===== src/rtl/spi_slave_responder_if.sv =====
// -----------------------------------------------------------------------------
// spi_slave_responder_if
// Bundles the SPI pins and the byte-level TX/RX handshake of the SPI mode-0
// responder so the design and its surroundings share one connection object.
//
//   SS, SCLK, MOSI     : pins driven by the remote SPI master (asynchronous)
//   MISO, MISO_OE      : responder data out and its output enable
//   TX_DATA, TX_VALID  : next word offered by local logic
//   TX_READY           : holding register empty, a word may be offered
//   RX_DATA, RX_VALID  : last complete received word and its 1-cycle strobe
//   TX_UNDERRUN        : 1-cycle strobe, idle byte sent for lack of TX data
//   BUSY               : responder is selected and transferring
//
// The slave modport is the responder's view, the master modport is the view of
// everything around it (remote master pins plus local byte-level logic).
// -----------------------------------------------------------------------------
interface spi_slave_responder_if #(
    parameter int WIDTH = 8
);
    logic             SS;
    logic             SCLK;
    logic             MOSI;
    logic             MISO;
    logic             MISO_OE;
    logic [WIDTH-1:0] TX_DATA;
    logic             TX_VALID;
    logic             TX_READY;
    logic [WIDTH-1:0] RX_DATA;
    logic             RX_VALID;
    logic             TX_UNDERRUN;
    logic             BUSY;

    modport slave (
        input  SS, SCLK, MOSI, TX_DATA, TX_VALID,
        output MISO, MISO_OE, TX_READY, RX_DATA, RX_VALID, TX_UNDERRUN, BUSY
    );

    modport master (
        output SS, SCLK, MOSI, TX_DATA, TX_VALID,
        input  MISO, MISO_OE, TX_READY, RX_DATA, RX_VALID, TX_UNDERRUN, BUSY
    );
endinterface


===== src/rtl/spi_slave_responder.sv =====
// -----------------------------------------------------------------------------
// spi_slave_responder
// SPI mode-0 (CPOL=0, CPHA=0) responder running on the 48 MHz system clock.
// The master's SS/SCLK/MOSI are oversampled through synchronisers; bytes are
// shifted in on MOSI and out on MISO, MSB first, and exchanged with local logic
// through a valid/ready TX holding register and an RX word/strobe pair.
//
// Ports:
//   CLK_48MHZ : system clock
//   RESET     : asynchronous, active-high reset
//   bus       : spi_slave_responder_if.slave (SPI pins + byte handshake)
// Parameters:
//   WIDTH     : bits per SPI word (>= 3)
//   IDLE_BYTE : word shifted out when no TX word is waiting
// -----------------------------------------------------------------------------
module spi_slave_responder #(
    parameter int               WIDTH     = 8,
    parameter logic [WIDTH-1:0] IDLE_BYTE = '0
) (
    input logic                  CLK_48MHZ,
    input logic                  RESET,
    spi_slave_responder_if.slave bus
);
    localparam int            CW       = $clog2(WIDTH);
    localparam logic [CW-1:0] LAST_BIT = CW'(WIDTH - 1);

    typedef enum logic {
        IDLE,
        ACTIVE
    } state_t;

    state_t           state_q,    state_d;
    logic [CW-1:0]    bitCount_q, bitCount_d;
    logic [WIDTH-2:0] rxShift_q,  rxShift_d;
    logic [WIDTH-1:0] rxData_q,   rxData_d;
    logic             rxValid_q,  rxValid_d;
    logic [WIDTH-1:0] txHold_q,   txHold_d;
    logic             txFull_q,   txFull_d;
    logic [WIDTH-1:0] txShift_q,  txShift_d;
    logic             underrun_q, underrun_d;

    logic [2:0]       ssSync_q;
    logic [2:0]       sclkSync_q;
    logic [1:0]       mosiSync_q;

    logic             ssS2;
    logic             ssFall;
    logic             ssRise;
    logic             sclkRise;
    logic             sclkFall;
    logic             mosiS2;
    logic             wordStart;

    // Two-flop synchronisers for the asynchronous master pins. SS and SCLK keep
    // a third history flop so their edges can be found by comparing s2 with s3;
    // MOSI is only ever sampled as a level, so it needs no history. The SS
    // chain resets high so that coming out of reset never looks like a select.
    always_ff @(posedge CLK_48MHZ or posedge RESET) begin
        if (RESET) begin
            ssSync_q   <= 3'b111;
            sclkSync_q <= 3'b000;
            mosiSync_q <= 2'b00;
        end else begin
            ssSync_q   <= {ssSync_q[1:0], bus.SS};
            sclkSync_q <= {sclkSync_q[1:0], bus.SCLK};
            mosiSync_q <= {mosiSync_q[0], bus.MOSI};
        end
    end

    assign ssS2     = ssSync_q[1];
    assign ssFall   = !ssSync_q[1] && ssSync_q[2];
    assign ssRise   = ssSync_q[1] && !ssSync_q[2];
    assign sclkRise = sclkSync_q[1] && !sclkSync_q[2];
    assign sclkFall = !sclkSync_q[1] && sclkSync_q[2];
    assign mosiS2   = mosiSync_q[1];

    // State register for the FSM and the whole datapath. Everything returns to
    // its idle value on reset, including emptying the TX holding register.
    always_ff @(posedge CLK_48MHZ or posedge RESET) begin
        if (RESET) begin
            state_q    <= IDLE;
            bitCount_q <= '0;
            rxShift_q  <= '0;
            rxData_q   <= '0;
            rxValid_q  <= 1'b0;
            txHold_q   <= '0;
            txFull_q   <= 1'b0;
            txShift_q  <= '0;
            underrun_q <= 1'b0;
        end else begin
            state_q    <= state_d;
            bitCount_q <= bitCount_d;
            rxShift_q  <= rxShift_d;
            rxData_q   <= rxData_d;
            rxValid_q  <= rxValid_d;
            txHold_q   <= txHold_d;
            txFull_q   <= txFull_d;
            txShift_q  <= txShift_d;
            underrun_q <= underrun_d;
        end
    end

    // Next-state logic. A word start happens on select and again on the first
    // SCLK falling edge after a word completes, which is what lets the master
    // stream words back-to-back under one SS low. SCLK edges are only honoured
    // while selected and never in the cycle SS changes, so a master that drops
    // SCLK and raises SS together ends cleanly without a spurious word start.
    // Losing select mid-word simply drops the partial RX word; the TX word that
    // was already loaded is considered consumed.
    always_comb begin
        state_d    = state_q;
        bitCount_d = bitCount_q;
        rxShift_d  = rxShift_q;
        rxData_d   = rxData_q;
        rxValid_d  = 1'b0;
        txHold_d   = txHold_q;
        txFull_d   = txFull_q;
        txShift_d  = txShift_q;
        underrun_d = 1'b0;
        wordStart  = 1'b0;

        if (bus.TX_VALID && !txFull_q) begin
            txHold_d = bus.TX_DATA;
            txFull_d = 1'b1;
        end

        case (state_q)
            IDLE: begin
                if (ssFall) begin
                    state_d    = ACTIVE;
                    bitCount_d = '0;
                    wordStart  = 1'b1;
                end
            end
            ACTIVE: begin
                if (ssRise) begin
                    state_d    = IDLE;
                    bitCount_d = '0;
                end else if (!ssS2) begin
                    if (sclkRise) begin
                        rxShift_d = {rxShift_q[WIDTH-3:0], mosiS2};
                        if (bitCount_q == LAST_BIT) begin
                            rxData_d   = {rxShift_q, mosiS2};
                            rxValid_d  = 1'b1;
                            bitCount_d = '0;
                        end else begin
                            bitCount_d = bitCount_q + 1'b1;
                        end
                    end else if (sclkFall) begin
                        if (bitCount_q == '0) begin
                            wordStart = 1'b1;
                        end else begin
                            txShift_d = {txShift_q[WIDTH-2:0], 1'b0};
                        end
                    end
                end
            end
            default: begin
                state_d = IDLE;
            end
        endcase

        // The holding register is drained into the shifter at every word start;
        // if it is empty the idle byte goes out instead and the underrun strobe
        // tells local logic it fell behind. A load and a drain never coincide
        // because loads are only accepted while the register is empty.
        if (wordStart) begin
            if (txFull_q) begin
                txShift_d = txHold_q;
                txFull_d  = 1'b0;
            end else begin
                txShift_d  = IDLE_BYTE;
                underrun_d = 1'b1;
            end
        end
    end

    // MISO follows the shifter MSB but is forced low whenever not selected.
    assign bus.MISO        = (state_q == ACTIVE) && txShift_q[WIDTH-1];
    assign bus.MISO_OE     = (state_q == ACTIVE);
    assign bus.BUSY        = (state_q == ACTIVE);
    assign bus.TX_READY    = !txFull_q;
    assign bus.RX_DATA     = rxData_q;
    assign bus.RX_VALID    = rxValid_q;
    assign bus.TX_UNDERRUN = underrun_q;
endmodule


===== src/flat_wrapper.sv =====
// flat-port wrapper written by rule: the top's interface ports become plain ports
module spi_slave_responder_flat 
#(
    parameter int               WIDTH     = 8,
    parameter logic [WIDTH-1:0] IDLE_BYTE = '0
)
  (CLK_48MHZ, RESET, bus_SS, bus_SCLK, bus_MOSI, bus_TX_DATA, bus_TX_VALID, bus_MISO, bus_MISO_OE, bus_TX_READY, bus_RX_DATA, bus_RX_VALID, bus_TX_UNDERRUN, bus_BUSY);
  spi_slave_responder_if #(.WIDTH(WIDTH)) bus_i ();
  input logic CLK_48MHZ;
  input logic RESET;
  input wire logic [$bits(bus_i.SS)-1:0] bus_SS;
  input wire logic [$bits(bus_i.SCLK)-1:0] bus_SCLK;
  input wire logic [$bits(bus_i.MOSI)-1:0] bus_MOSI;
  input wire logic [$bits(bus_i.TX_DATA)-1:0] bus_TX_DATA;
  input wire logic [$bits(bus_i.TX_VALID)-1:0] bus_TX_VALID;
  output wire logic [$bits(bus_i.MISO)-1:0] bus_MISO;
  output wire logic [$bits(bus_i.MISO_OE)-1:0] bus_MISO_OE;
  output wire logic [$bits(bus_i.TX_READY)-1:0] bus_TX_READY;
  output wire logic [$bits(bus_i.RX_DATA)-1:0] bus_RX_DATA;
  output wire logic [$bits(bus_i.RX_VALID)-1:0] bus_RX_VALID;
  output wire logic [$bits(bus_i.TX_UNDERRUN)-1:0] bus_TX_UNDERRUN;
  output wire logic [$bits(bus_i.BUSY)-1:0] bus_BUSY;
  assign bus_i.SS = bus_SS;
  assign bus_i.SCLK = bus_SCLK;
  assign bus_i.MOSI = bus_MOSI;
  assign bus_i.TX_DATA = bus_TX_DATA;
  assign bus_i.TX_VALID = bus_TX_VALID;
  assign bus_MISO = bus_i.MISO;
  assign bus_MISO_OE = bus_i.MISO_OE;
  assign bus_TX_READY = bus_i.TX_READY;
  assign bus_RX_DATA = bus_i.RX_DATA;
  assign bus_RX_VALID = bus_i.RX_VALID;
  assign bus_TX_UNDERRUN = bus_i.TX_UNDERRUN;
  assign bus_BUSY = bus_i.BUSY;
  spi_slave_responder #(.WIDTH(WIDTH), .IDLE_BYTE(IDLE_BYTE)) u_core (.CLK_48MHZ(CLK_48MHZ), .RESET(RESET), .bus(bus_i));
endmodule

===== config.mk =====
export PLATFORM = sky130hd
export DESIGN_NAME = spi_slave_responder_flat
export DESIGN_NICKNAME = d
export VERILOG_FILES = /design/src/rtl/spi_slave_responder_if.sv /design/src/rtl/spi_slave_responder.sv /design/src/flat_wrapper.sv
export SDC_FILE = /design/constraint.sdc
export NUM_CORES = 1
export LEC_CHECK = 0
export ABC_AREA = 0
export ABC_CLOCK_PERIOD_IN_PS = 2600
export CAP_MARGIN = 20
export CORE_MARGIN = 2
export CORE_UTILIZATION = 57
export DETAILED_ROUTE_END_ITERATION = 12
export PLACE_DENSITY = 0.83
export RECOVER_POWER = 25
export SLEW_MARGIN = 5
export SYNTH_ARGS = -nofsm -noshare
export SYNTH_HDL_FRONTEND = slang
export SYNTH_SLANG_ARGS = --single-unit
export TNS_END_PERCENT = 20

===== constraint.sdc =====
create_clock -name CLK_48MHZ -period 2.6 [get_ports CLK_48MHZ]
set_clock_uncertainty 0.2 [all_clocks]
set_input_delay 0.26 -clock CLK_48MHZ [delete_from_list [all_inputs] [get_ports CLK_48MHZ]]
set_output_delay 0.26 -clock CLK_48MHZ [all_outputs]
set_load 0.01 [all_outputs]

==> summary.md <==
| Metric | Value |
|---|---|
| Sequential share of the synthesized area | `0.598` |
| Crit end category | `output port` |
| Detailed-route via count | `1185` |
| VDD IR max | `0.385 mV` |
| Syn Nets | `166` |
| DR DRC count | `0` |
| Hold Path Depth | `0` |
| Clock Tree Buf Depth | `2` |
| Congestion Overflow GR | `0` |
| WL/cell | `14.6 um` |
| Worst setup path start | `u_core.bus.BUSY` |
| Cell Rows | `21` |
| TritonCTS Buffers | `5` |
| Synthesized flop and latch total | `46` |
| # clock sinks | `46` |
| Min-delay worst type | `reg -> reg` |
| Critical path data required time | `2.14 ns` |
| Crit path max fanout | `11` |
| Iter 0 DRT Violations | `61` |
| Reg2Reg Depth | `3` |
| Post-Synthesis Cells | `149` |
| Post-CTS Resized | `0` |
| Ant diodes | `0` |
| Max_cap viols | `0` |
| Max-slew violations | `0` |
| Clock root cell | `clkbuf_4` |
| Setup TNS | `0 ns` |
| Final wirelength | `3330 um` |
| Routability cong. | `0.745` |
| Worst Max-Slew Pin Slew | `0.867 ns` |
| Worst Slack Setup Final | `0.521 ns` |
| Setup CP Type | `reg -> out` |
| Largest net degree at the start of global routing | `25` |
| R2R Path Start | `u_core.ssSync_q[2]` |
| Worst Setup Start Kind | `flip-flop` |
| Vias per cell | `5.20` |
| Dpl hpwl | `2390 um` |
| Place WS | `0.789 ns` |
| Die height | `62.2 um` |
| Initial antenna violation count | `0` |
| Final setup violation count | `0` |
| Outcome | `complete, no violations` |
| CTS clk-pin slew, worst paths | `0.11 ns` |
| Area growth syn-to-layout | `19.6%` |
| Avg Cell Area, Syn | `13.0 um2` |
| Global-route wire length before repair | `5840 um` |
| CTS H-tree lvls | `2` |
| Gr usage total | `0.197` |
| Vias in the first global route | `1251` |
| Die Width | `62.2 um` |
| Crit path DAT | `1.62 ns` |
| Routed Antenna Nets | `0` |
| DIE AREA | `3870 um2` |
| RSZ-0062 raised after global routing | `false` |
| Pwr dens | `654 nW/um2` |
| Min Tclk post-route | `2.08 ns` |
| Pre-Repair DR Iteration Count | `4` |
| Pleak | `1.08 nW` |
| Fin crit share | `0.800` |
| Layout cells sized above 1 | `0.198` |
| F_max | `481 MHz` |
| Core Region | `3280 um2` |
| Final hold violation count | `0` |
| CTS tree | `done` |
| NumNets Final | `198` |
| Port buffer count | `27` |
| HP Start | `u_core.sclkSync_q[0]` |
| Post-Syn Area | `1930 um2` |
| # fillers | `239` |
| Worst rel slew slack | `0.418` |
| Post-synthesis cell type count | `34` |
| Synthesis Warnings | `0` |
| Hold_buf cts | `0` |
| Initial core utilization | `0.588` |
| Post-CTS Setup Inserts | `0` |
| Io pins | `28` |
| Clock latency on the worst-skew pair | `0.37 ns` |
## registers in the layout (all words and copies together), names as in the netlist, 2 cells and up
register,flops
u_core.txHold_q,8
u_core.ssSync_q,3
u_core.bus.RX_DATA,8
u_core.txShift_q,8
u_core.bitCount_q,3
u_core.mosiSync_q,2
u_core.rxShift_q,7
u_core.sclkSync_q,3
## layout by cell type, fill, tap and decap left out, types with 2 or more instances in the layout
master / n
buf_4: 2
clkbuf_1: 2
clkbuf_4: 5
clkdlybuf4s50_1: 23
dfrtp_1: 43
dfstp_2: 2
dlygate4sd3_1: 4
ha_1: 3
inv_1: 21
mux2_2: 9
mux2_4: 8
mux2i_1: 2
nand2_1: 9
nand2b_1: 3
nand3_1: 7
nor2_1: 3
nor4bb_1: 2
o21ai_0: 7
o221ai_1: 7
## worst paths after layout
path,slack (ns),endpoint
setup / recovery,0.52,bus_MISO
hold / removal,0.17,u_core.sclkSync_q[1]
setup reg to reg,0.76,u_core.txShift_q[1]
hold reg to reg,0.17,u_core.sclkSync_q[1]
max in group asynchronous,1.38,u_core.ssSync_q[0]
min in group asynchronous,0.19,u_core.txHold_q[5]
## metrics by stage
step	instance area (um2)	hold WS (ns)	utilization	power (mW)	cells
after floorplan	1930	0.0645	-	1.08	149
after global placement	2250	0.140	0.685	1.15	220
after detailed placement	2250	0.137	0.685	1.18	220
after CTS	2310	0.0689	0.703	1.52	228
after global routing	2310	0.175	0.703	1.59	228
final	2310	0.165	0.703	1.51	228
## kinds of logic after synthesis
logic type / share of synthesized area
muxes: 0.125
adders and majority gates: 0.0246
AOI/OAI and AO/OA: 0.0745
DFF: 0.598
buffers and inverters: 0.0655
and+or+nand+nor: 0.112
## report_power, final
part	total, mW	internal, mW	switching, mW	leakage (nW)
logic	0.241	0.127	0.114	0.463
clock network	0.351	0.134	0.217	0.0326
registers	0.917	0.842	0.0749	0.587
total	1.51	1.10	0.406	1.08
## layout make-up
cell class | count | area [um2] | share of cell area
timing repair buffer | 30 | 305 | 0.132
clock buffer | 8 | 58.8 | 0.0255
tap | 46 | 57.6 | 0.0249
sequential | 46 | 1150 | 0.500
multi-input combinational | 76 | 649 | 0.281
inverter | 22 | 82.6 | 0.0358
## worst max-delay path, cell delays in order, from the launching register on
cell             delay (ns)
dfrtp_1                0.54
and2_2                 0.20
clkdlybuf4s50_1        0.52
## Yosys cell counts, drive strengths merged
library cell / count / area [um2]
a32oi: 1 / 16.3
nand3b: 1 / 7.51
and3b: 1 / 10.0
or3b: 1 / 8.76
maj3: 1 / 10.0
nor3: 1 / 5.00
a21o: 1 / 8.76
o221ai: 7 / 61.3
dfrtp: 43 / 1080
nand2: 10 / 53.8
mux2i: 2 / 20.0
and3: 1 / 6.26
nor2b: 1 / 6.26
clkbuf: 1 / 3.75
and2: 1 / 7.51
o21ai: 7 / 35.0
ha: 3 / 37.5
a31oi: 1 / 6.26
mux2: 17 / 221
dfstp: 3 / 78.8
nand3: 7 / 35.0
and2b: 1 / 10.0
o21a: 1 / 7.51
and4bb: 1 / 16.3
inv: 22 / 82.6
buf: 4 / 40.0
o32ai: 1 / 8.76
nor4bb: 2 / 20.0
nor2: 3 / 11.3
nand2b: 3 / 18.8
## routing by layer
metal  vias to the layer above  track usage  part of all wire
met3                         7       0.0743             0.050
met4                         0       0.0833             0.023
met5                         -            0                 0
met1                       581        0.237              0.43
li1                        567            -                 -
met2                        30        0.319              0.49
(Power assumes the default switching activity.)
